`src/rtl/exec_unit_pkg.sv`:
```
// Shared definitions for the execute stage: ALU opcodes, branch-mask bit
// positions and the iterative-multiplier FSM encoding.
package exec_unit_pkg;

  localparam int OP_ADD   = 0;
  localparam int OP_SUB   = 1;
  localparam int OP_AND   = 2;
  localparam int OP_OR    = 3;
  localparam int OP_XOR   = 4;
  localparam int OP_SHL   = 5;
  localparam int OP_SHR   = 6;
  localparam int OP_SRA   = 7;
  localparam int OP_PASS2 = 8;
  localparam int OP_MUL   = 9;

  localparam int COND_EQ = 0;
  localparam int COND_GT = 1;
  localparam int COND_LT = 2;

  typedef enum logic [1:0] {
    ST_IDLE = 2'd0,
    ST_BUSY = 2'd1,
    ST_DONE = 2'd2
  } mul_state_e;

endpackage

```
`src/rtl/exec_mul_iter.sv`:
```
// Radix-2 shift-add multiplier producing the low W bits of a*b.
// The first partial product is folded into the start cycle, so done rises on the last of W-1 further steps.
module exec_mul_iter #(
  parameter int W = 16
) (
  input  logic         clock,
  input  logic         reset,
  input  logic         start,
  input  logic [W-1:0] a,
  input  logic [W-1:0] b,
  output logic         done,
  output logic [W-1:0] product
);

  localparam int CW = $clog2(W);

  logic          run_q, run_d;
  logic [CW-1:0] cnt_q, cnt_d;
  logic [W-1:0]  a_q, a_d;
  logic [W-1:0]  b_q, b_d;
  logic [W-1:0]  acc_q, acc_d;

  always_comb begin
    run_d = run_q;
    cnt_d = cnt_q;
    a_d   = a_q;
    b_d   = b_q;
    acc_d = acc_q;
    if (start) begin
      run_d = 1'b1;
      cnt_d = CW'(W - 1);
      a_d   = a << 1;
      b_d   = b >> 1;
      acc_d = b[0] ? a : '0;
    end else if (run_q) begin
      acc_d = acc_q + (b_q[0] ? a_q : '0);
      a_d   = a_q << 1;
      b_d   = b_q >> 1;
      cnt_d = cnt_q - CW'(1);
      if (cnt_q == CW'(1)) run_d = 1'b0;
    end
  end

  always_ff @(posedge clock) begin
    if (!reset) begin
      run_q <= 1'b0;
      cnt_q <= '0;
      a_q   <= '0;
      b_q   <= '0;
      acc_q <= '0;
    end else begin
      run_q <= run_d;
      cnt_q <= cnt_d;
      a_q   <= a_d;
      b_q   <= b_d;
      acc_q <= acc_d;
    end
  end

  assign done    = run_q && (cnt_q == CW'(1));
  assign product = acc_q;

endmodule

```
`src/rtl/exec_unit.sv`:
```
// Execute stage: registered decode inputs, opcode ALU, branch/jump resolution, dmem addressing.
// Define EXEC_UNIT_MUL_EN to add the stalling iterative multiplier.
module exec_unit
  import exec_unit_pkg::*;
#(
  parameter int IALU_WORD_WIDTH = 16,
  parameter int PC_WIDTH        = 12,
  parameter int DMEM_ADDR_WIDTH = 12,
  parameter int PMEM_WORD_WIDTH = 16,
  parameter int REG_IDX_WIDTH   = 4,
  parameter int OP_WIDTH        = 4
) (
  input  logic                       clock,
  input  logic                       reset,
  input  logic                       in_valid,
  input  logic [OP_WIDTH-1:0]        in_op,
  input  logic [2:0]                 in_cond,
  input  logic                       in_act_branch,
  input  logic                       in_act_jump,
  input  logic                       in_act_load_dmem,
  input  logic                       in_act_store_dmem,
  input  logic                       in_act_write_res_to_reg,
  input  logic                       in_flush,
  input  logic [PMEM_WORD_WIDTH-1:0] in_instr,
  input  logic [PC_WIDTH-1:0]        in_pc,
  input  logic [REG_IDX_WIDTH-1:0]   in_res_reg_idx,
  input  logic [IALU_WORD_WIDTH-1:0] in_src1,
  input  logic [IALU_WORD_WIDTH-1:0] in_src2,
  input  logic [IALU_WORD_WIDTH-1:0] in_src3,
  output logic                       out_stall,
  output logic                       out_valid,
  output logic                       out_act_load_dmem,
  output logic                       out_act_store_dmem,
  output logic                       out_act_write_res_to_reg,
  output logic [PMEM_WORD_WIDTH-1:0] out_instr,
  output logic [PC_WIDTH-1:0]        out_pc,
  output logic [REG_IDX_WIDTH-1:0]   out_res_reg_idx,
  output logic [IALU_WORD_WIDTH-1:0] out_res,
  output logic [DMEM_ADDR_WIDTH-1:0] out_dmem_rd_addr,
  output logic [DMEM_ADDR_WIDTH-1:0] out_dmem_wr_addr,
  output logic [IALU_WORD_WIDTH-1:0] out_dmem_wr_word,
  output logic                       out_set_pc,
  output logic                       out_flush,
  output logic [PC_WIDTH-1:0]        out_branch_pc,
  output logic [1:0]                 out_mul_state
);

  localparam int W   = IALU_WORD_WIDTH;
  localparam int SHW = $clog2(W);

  logic                       valid_q, flush_q, br_q, jmp_q, ld_q, st_q, wr_q;
  logic [OP_WIDTH-1:0]        op_q;
  logic [2:0]                 cond_q;
  logic [PMEM_WORD_WIDTH-1:0] instr_q;
  logic [PC_WIDTH-1:0]        pc_q;
  logic [REG_IDX_WIDTH-1:0]   idx_q;
  logic [W-1:0]               src1_q, src2_q, src3_q;

  logic         live;
  logic         mul_hold;
  logic [W-1:0] alu_res, res, cmp;
  logic         taken;
  logic [SHW-1:0] sh;

  always_ff @(posedge clock) begin
    if (!reset) begin
      valid_q <= 1'b0;
      flush_q <= 1'b0;
      br_q    <= 1'b0;
      jmp_q   <= 1'b0;
      ld_q    <= 1'b0;
      st_q    <= 1'b0;
      wr_q    <= 1'b0;
      op_q    <= '0;
      cond_q  <= '0;
      instr_q <= '0;
      pc_q    <= '0;
      idx_q   <= '0;
      src1_q  <= '0;
      src2_q  <= '0;
      src3_q  <= '0;
    end else if (!out_stall) begin
      valid_q <= in_valid;
      flush_q <= in_flush;
      br_q    <= in_act_branch;
      jmp_q   <= in_act_jump;
      ld_q    <= in_act_load_dmem;
      st_q    <= in_act_store_dmem;
      wr_q    <= in_act_write_res_to_reg;
      op_q    <= in_op;
      cond_q  <= in_cond;
      instr_q <= in_instr;
      pc_q    <= in_pc;
      idx_q   <= in_res_reg_idx;
      src1_q  <= in_src1;
      src2_q  <= in_src2;
      src3_q  <= in_src3;
    end
  end

  assign live = valid_q && !flush_q;

`ifdef EXEC_UNIT_MUL_EN
  mul_state_e   state_q, state_d;
  logic         is_mul, mul_start, mul_done;
  logic [W-1:0] mul_product;

  assign is_mul = (op_q == OP_WIDTH'(OP_MUL));

  exec_mul_iter #(.W(W)) u_mul (
    .clock   (clock),
    .reset   (reset),
    .start   (mul_start),
    .a       (src1_q),
    .b       (src2_q),
    .done    (mul_done),
    .product (mul_product)
  );

  always_comb begin
    state_d   = state_q;
    mul_start = 1'b0;
    case (state_q)
      ST_IDLE: if (live && is_mul) begin
        state_d   = ST_BUSY;
        mul_start = 1'b1;
      end
      ST_BUSY: if (mul_done) state_d = ST_DONE;
      ST_DONE: state_d = ST_IDLE;
      default: state_d = ST_IDLE;
    endcase
  end

  always_ff @(posedge clock) begin
    if (!reset) state_q <= ST_IDLE;
    else        state_q <= state_d;
  end

  // Hold decode through the capture cycle and every BUSY step; release in DONE.
  assign out_stall     = ((state_q == ST_IDLE) && live && is_mul) || (state_q == ST_BUSY);
  assign mul_hold      = live && is_mul && (state_q != ST_DONE);
  assign out_mul_state = state_q;
`else
  assign out_stall     = 1'b0;
  assign mul_hold      = 1'b0;
  assign out_mul_state = ST_IDLE;
`endif

  assign sh  = src2_q[SHW-1:0];
  assign cmp = src1_q - src2_q;

  always_comb begin
    alu_res = '0;
    case (op_q)
      OP_WIDTH'(OP_ADD):   alu_res = src1_q + src2_q;
      OP_WIDTH'(OP_SUB):   alu_res = src1_q - src2_q;
      OP_WIDTH'(OP_AND):   alu_res = src1_q & src2_q;
      OP_WIDTH'(OP_OR):    alu_res = src1_q | src2_q;
      OP_WIDTH'(OP_XOR):   alu_res = src1_q ^ src2_q;
      OP_WIDTH'(OP_SHL):   alu_res = src1_q << sh;
      OP_WIDTH'(OP_SHR):   alu_res = src1_q >> sh;
      OP_WIDTH'(OP_SRA):   alu_res = $signed(src1_q) >>> sh;
      OP_WIDTH'(OP_PASS2): alu_res = src2_q;
`ifdef EXEC_UNIT_MUL_EN
      OP_WIDTH'(OP_MUL):   alu_res = mul_product;
`endif
      default:             alu_res = '0;
    endcase
  end

  assign taken = (cond_q[COND_EQ] && (cmp == '0))
              || (cond_q[COND_GT] && !cmp[W-1] && (cmp != '0))
              || (cond_q[COND_LT] && cmp[W-1]);

  assign res = br_q ? cmp : alu_res;

  always_comb begin
    out_valid                = 1'b0;
    out_act_load_dmem        = 1'b0;
    out_act_store_dmem       = 1'b0;
    out_act_write_res_to_reg = 1'b0;
    out_instr                = '0;
    out_pc                   = '0;
    out_res_reg_idx          = '0;
    out_res                  = '0;
    out_dmem_rd_addr         = '0;
    out_dmem_wr_addr         = '0;
    out_dmem_wr_word         = '0;
    out_set_pc               = 1'b0;
    out_flush                = 1'b0;
    out_branch_pc            = '0;
    if (live && !mul_hold) begin
      out_valid                = 1'b1;
      out_act_load_dmem        = ld_q;
      out_act_store_dmem       = st_q;
      out_act_write_res_to_reg = wr_q;
      out_instr                = instr_q;
      out_pc                   = pc_q;
      out_res_reg_idx          = idx_q;
      out_res                  = res;
      if (ld_q) out_dmem_rd_addr = res[DMEM_ADDR_WIDTH-1:0];
      if (st_q) begin
        out_dmem_wr_addr = res[DMEM_ADDR_WIDTH-1:0];
        out_dmem_wr_word = src3_q;
      end
      if (jmp_q) begin
        out_set_pc    = 1'b1;
        out_flush     = 1'b1;
        out_branch_pc = src3_q[PC_WIDTH-1:0];
      end else if (br_q && taken) begin
        out_set_pc    = 1'b1;
        out_flush     = 1'b1;
        out_branch_pc = pc_q + src3_q[PC_WIDTH-1:0];
      end
    end
  end

endmodule

```
`config.mk`:
```
export PLATFORM = sky130hd
export DESIGN_NAME = exec_unit
export DESIGN_NICKNAME = d
export VERILOG_FILES = /design/src/rtl/exec_unit_pkg.sv /design/src/rtl/exec_mul_iter.sv /design/src/rtl/exec_unit.sv
export SDC_FILE = /design/constraint.sdc
export NUM_CORES = 1
export LEC_CHECK = 0
export CORE_ASPECT_RATIO = 1.5
export CORE_UTILIZATION = 45
export CTS_CLUSTER_DIAMETER = 120
export DETAILED_ROUTE_END_ITERATION = 12
export PLACE_DENSITY_LB_ADDON = 0.2
export SYNTH_ARGS = -nofsm -noshare
export SYNTH_HDL_FRONTEND = slang
export SYNTH_SLANG_ARGS = --single-unit
```
`constraint.sdc`:
```
create_clock -name clock -period 5.1 [get_ports clock]
set_clock_uncertainty 0.05 [all_clocks]
set_input_delay 1.02 -clock clock [delete_from_list [all_inputs] [get_ports clock]]
set_output_delay 1.02 -clock clock [all_outputs]
set_load 0.01 [all_outputs]
```
==> key figures <==
Status
  – Status: finished, final reports clean

Flow run
  – Max-capacitance violation count: 0

Clock network
  – Root buffer cell: clkbuf_16
  – Bufs on Longest Clock Path: 2
  – H-tree levels: 3
  – Cts hold-fix bufs: 0
  – CTS tree: done
  – CTS sink count: 94
  – Total clock buffers created by CTS: 9
  – Worst-path clk slew: 0.08 ns

Synth
  – Most frequent cells after synthesis: and2_1, dfxtp_1, nor2_1
  – Ranking of synthesized cells by area: dfxtp_1, and2_1, ha_1
  – Main synth FF type: dfxtp_1
  – Yosys reg bits: 94
  – EDFF count, synth: 0
  – Syn Inst Count: 1010
  – Ys async rst share: 0%
  – Mapped Area: 0.00776 sq mm
  – Yosys cell types: 73
  – YS warnings: 0
  – Register area share after synthesis: 24.3%
  – Leading area contributor after synthesis: dfxtp_1
  – Syn avg cell area: 7.68 sq um
  – Post-synth top area share: 24.3%
  – Count leader, synth: and2_1

Cells and area
  – Share of cells above drive strength 1: 17.6%
  – Finished Cell Area: 0.0111 sq mm
  – Sequential Area: 0.00189 sq mm
  – Nets: 1416
  – Syn-to-layout area delta: 43.3%
  – Diodes inserted: 0
  – Post-route core utilization: 66.1%
  – FILL cells: 1486
  – Non-filler instance count after layout: 1473
  – Area of the multi-input gates: 0.00570 sq mm

Timing
  – RSZ-0062 raised after global routing: true
  – Worst slew margin: 41.4%
  – Pins Over Slew Limit: 0
  – Endpoints failing setup: 0
  – Fin. Hold Viols: 0
  – WHS: 1.17 ns
  – Tightest Pin Transition: 0.878 ns
  – Period minus WS final: 5.08 ns
  – Period utilization: 99.7%
  – Setup TNS: 0 ns
  – Achievable frequency: 197 MHz

Setup path
  – Category of the most critical setup path: reg2out
  – Slowest cell on the critical path: or4bb_1
  – CP required: 4.03 ns
  – Critical path's largest stage delay: 0.52 ns
  – Cells along the critical path: inv_2, ha_4, nor2_4, a211oi_4, a21oi_2, buf_4, o211ai_1, or4bb_1, or4_4, o31a_1, o311a_1, buf_6, a22o_1, buf_2
  – Crit path arrival time: 4.01 ns
  – Startpoint Class: register
  – Maximum fanout along the worst path: 3
  – Endpoint class of the critical path: output pin

Placement
  – GPL Wtd Cong: 1.02
  – Placed cell area: 0.0104 sq mm
  – Placed cell count: 1444
  – Port bufs: 201
  – Post-DP HPWL: 23.4 mm

Routing
  – ANT nets after route: 0
  – Final WL: 30.0 mm
  – DRC: 0
  – Drt pass-1 iters: 6
  – Via density: 5.81
  – DRT iter0 DRCs: 562
  – Routed via count: 8560
  – WL per Instance: 20.4 um

Global routing
  – Largest net degree at the start of global routing: 53
  – Initial antenna violation count: 1
  – Grt ovf: 0
  – Global-route wire length before repair: 45.7 mm
  – Vias in the first global route: 8610
  – All-layer global routing usage: 34.4%

Power
  – Peak supply drop: 206 uV
  – Total power per unit cell area: 210 mW/mm^2
  – P_leak: 4.70 nW

Die
  – Core Rows: 58
  – Core area: 0.0168 sq mm
  – Initial Util: 46.1%
  – Chip Width: 109 um
  – I/O pin count: 205
  – Die ar.: 0.0178 sq mm
  – Die H: 163 um

Worst hold path
  – HP Class: in2reg
==> per-layer routing <==
layer / vias to the layer above / routed length [um] / GRT usage [%]
met1: 3961 / 10100 / 34.7
met4: 2 / 2730 / 29.0
met5: - / 17 / 0
met2: 457 / 14900 / 58.9
met3: 116 / 2300 / 7.56
li1: 4024 / - / -
==> logic make-up (layout without fill, tap and decap cells) <==
kind of cell	Yosys count	count (layout)	share of synthesized area, %
buffers and inverters	129	379	6.60
and+or+nand+nor	401	402	27.0
xor gates and xnor gates	29	29	3.27
DFF	94	94	24.3
AOI/OAI and AO/OA	254	254	21.8
muxes	40	40	6.72
adders and majority gates	62	62	10.3
other	1	3	0.0483
==> path summary, 6_finish.rpt <==
kind	startpoint	endpoint	slack [ns]	depth (start not counted)
setup / recovery	src2_q[3]	out_branch_pc[1]	0.02	14
hold / removal	in_src1[4]	src1_q[4]	1.17	2
==> through the flow <==
stage / worst slack, ns / power [mW]
3_5_place_dp: -0.0593 / 1.58
4_1_cts: -0.0103 / 2.29
3_3_place_gp: -0.00208 / 1.58
2_1_floorplan: 0.0202 / 1.25
5_1_grt: -0.0703 / 2.45
6_report: 0.0174 / 2.33
==> report_power, final <==
group,switching (mW),leakage [nW],internal (mW)
combinational,0.435,3.77,0.397
sequential,0.0311,0.786,0.774
clock,0.348,0.144,0.348
total,0.814,4.70,1.52
==> critical path: cells and delay by family, from the launching register on <==
| kind | cells | cell delay [ns] |
|---|---|---|
| flops | 1 | 0.36 |
| buf+inv | 4 | 0.51 |
| compound gates | 6 | 1.49 |
| simple gates | 3 | 1.03 |
| fa+ha+maj | 1 | 0.29 |
==> state kept, by name, summed over array words and instances (netlist names) <==
register / cells
wr_q: 1
ld_q: 1
instr_q: 16
op_q: 4
br_q: 1
src3_q: 16
src2_q: 16
flush_q: 1
idx_q: 4
cond_q: 3
src1_q: 16
valid_q: 1
jmp_q: 1
st_q: 1
pc_q: 12
==> final cells by class <==
type | count | area share [%]
inverters | 58 | 1.98
flip-flops and latches | 94 | 17.0
clock buffers | 9 | 2.02
clock inverters | 7 | 0.675
well taps | 210 | 2.36
multi-input cells | 790 | 51.2
repair buffers | 305 | 24.7
==> repair_timing <==
action                                  CTS  global route
setup buffers                             4             8
endpoints found under the setup margin   16            26
cloned                                    1             0
pin swaps                                 4             8
resized for setup                        41            89
==> cell usage in the layout (no fill, tap or decap), drive strengths merged, types with 22 or more instances in the layout <==
cell and n:
and2 141, ha 59, nand3 22, inv 60
buf 109, mux2i 24, o21ai 55, nand2 64
dfxtp 94, nor2 91, clkdlybuf4s50 182, a21oi 70
No activity file was read; power rests on OpenSTA's default activity.
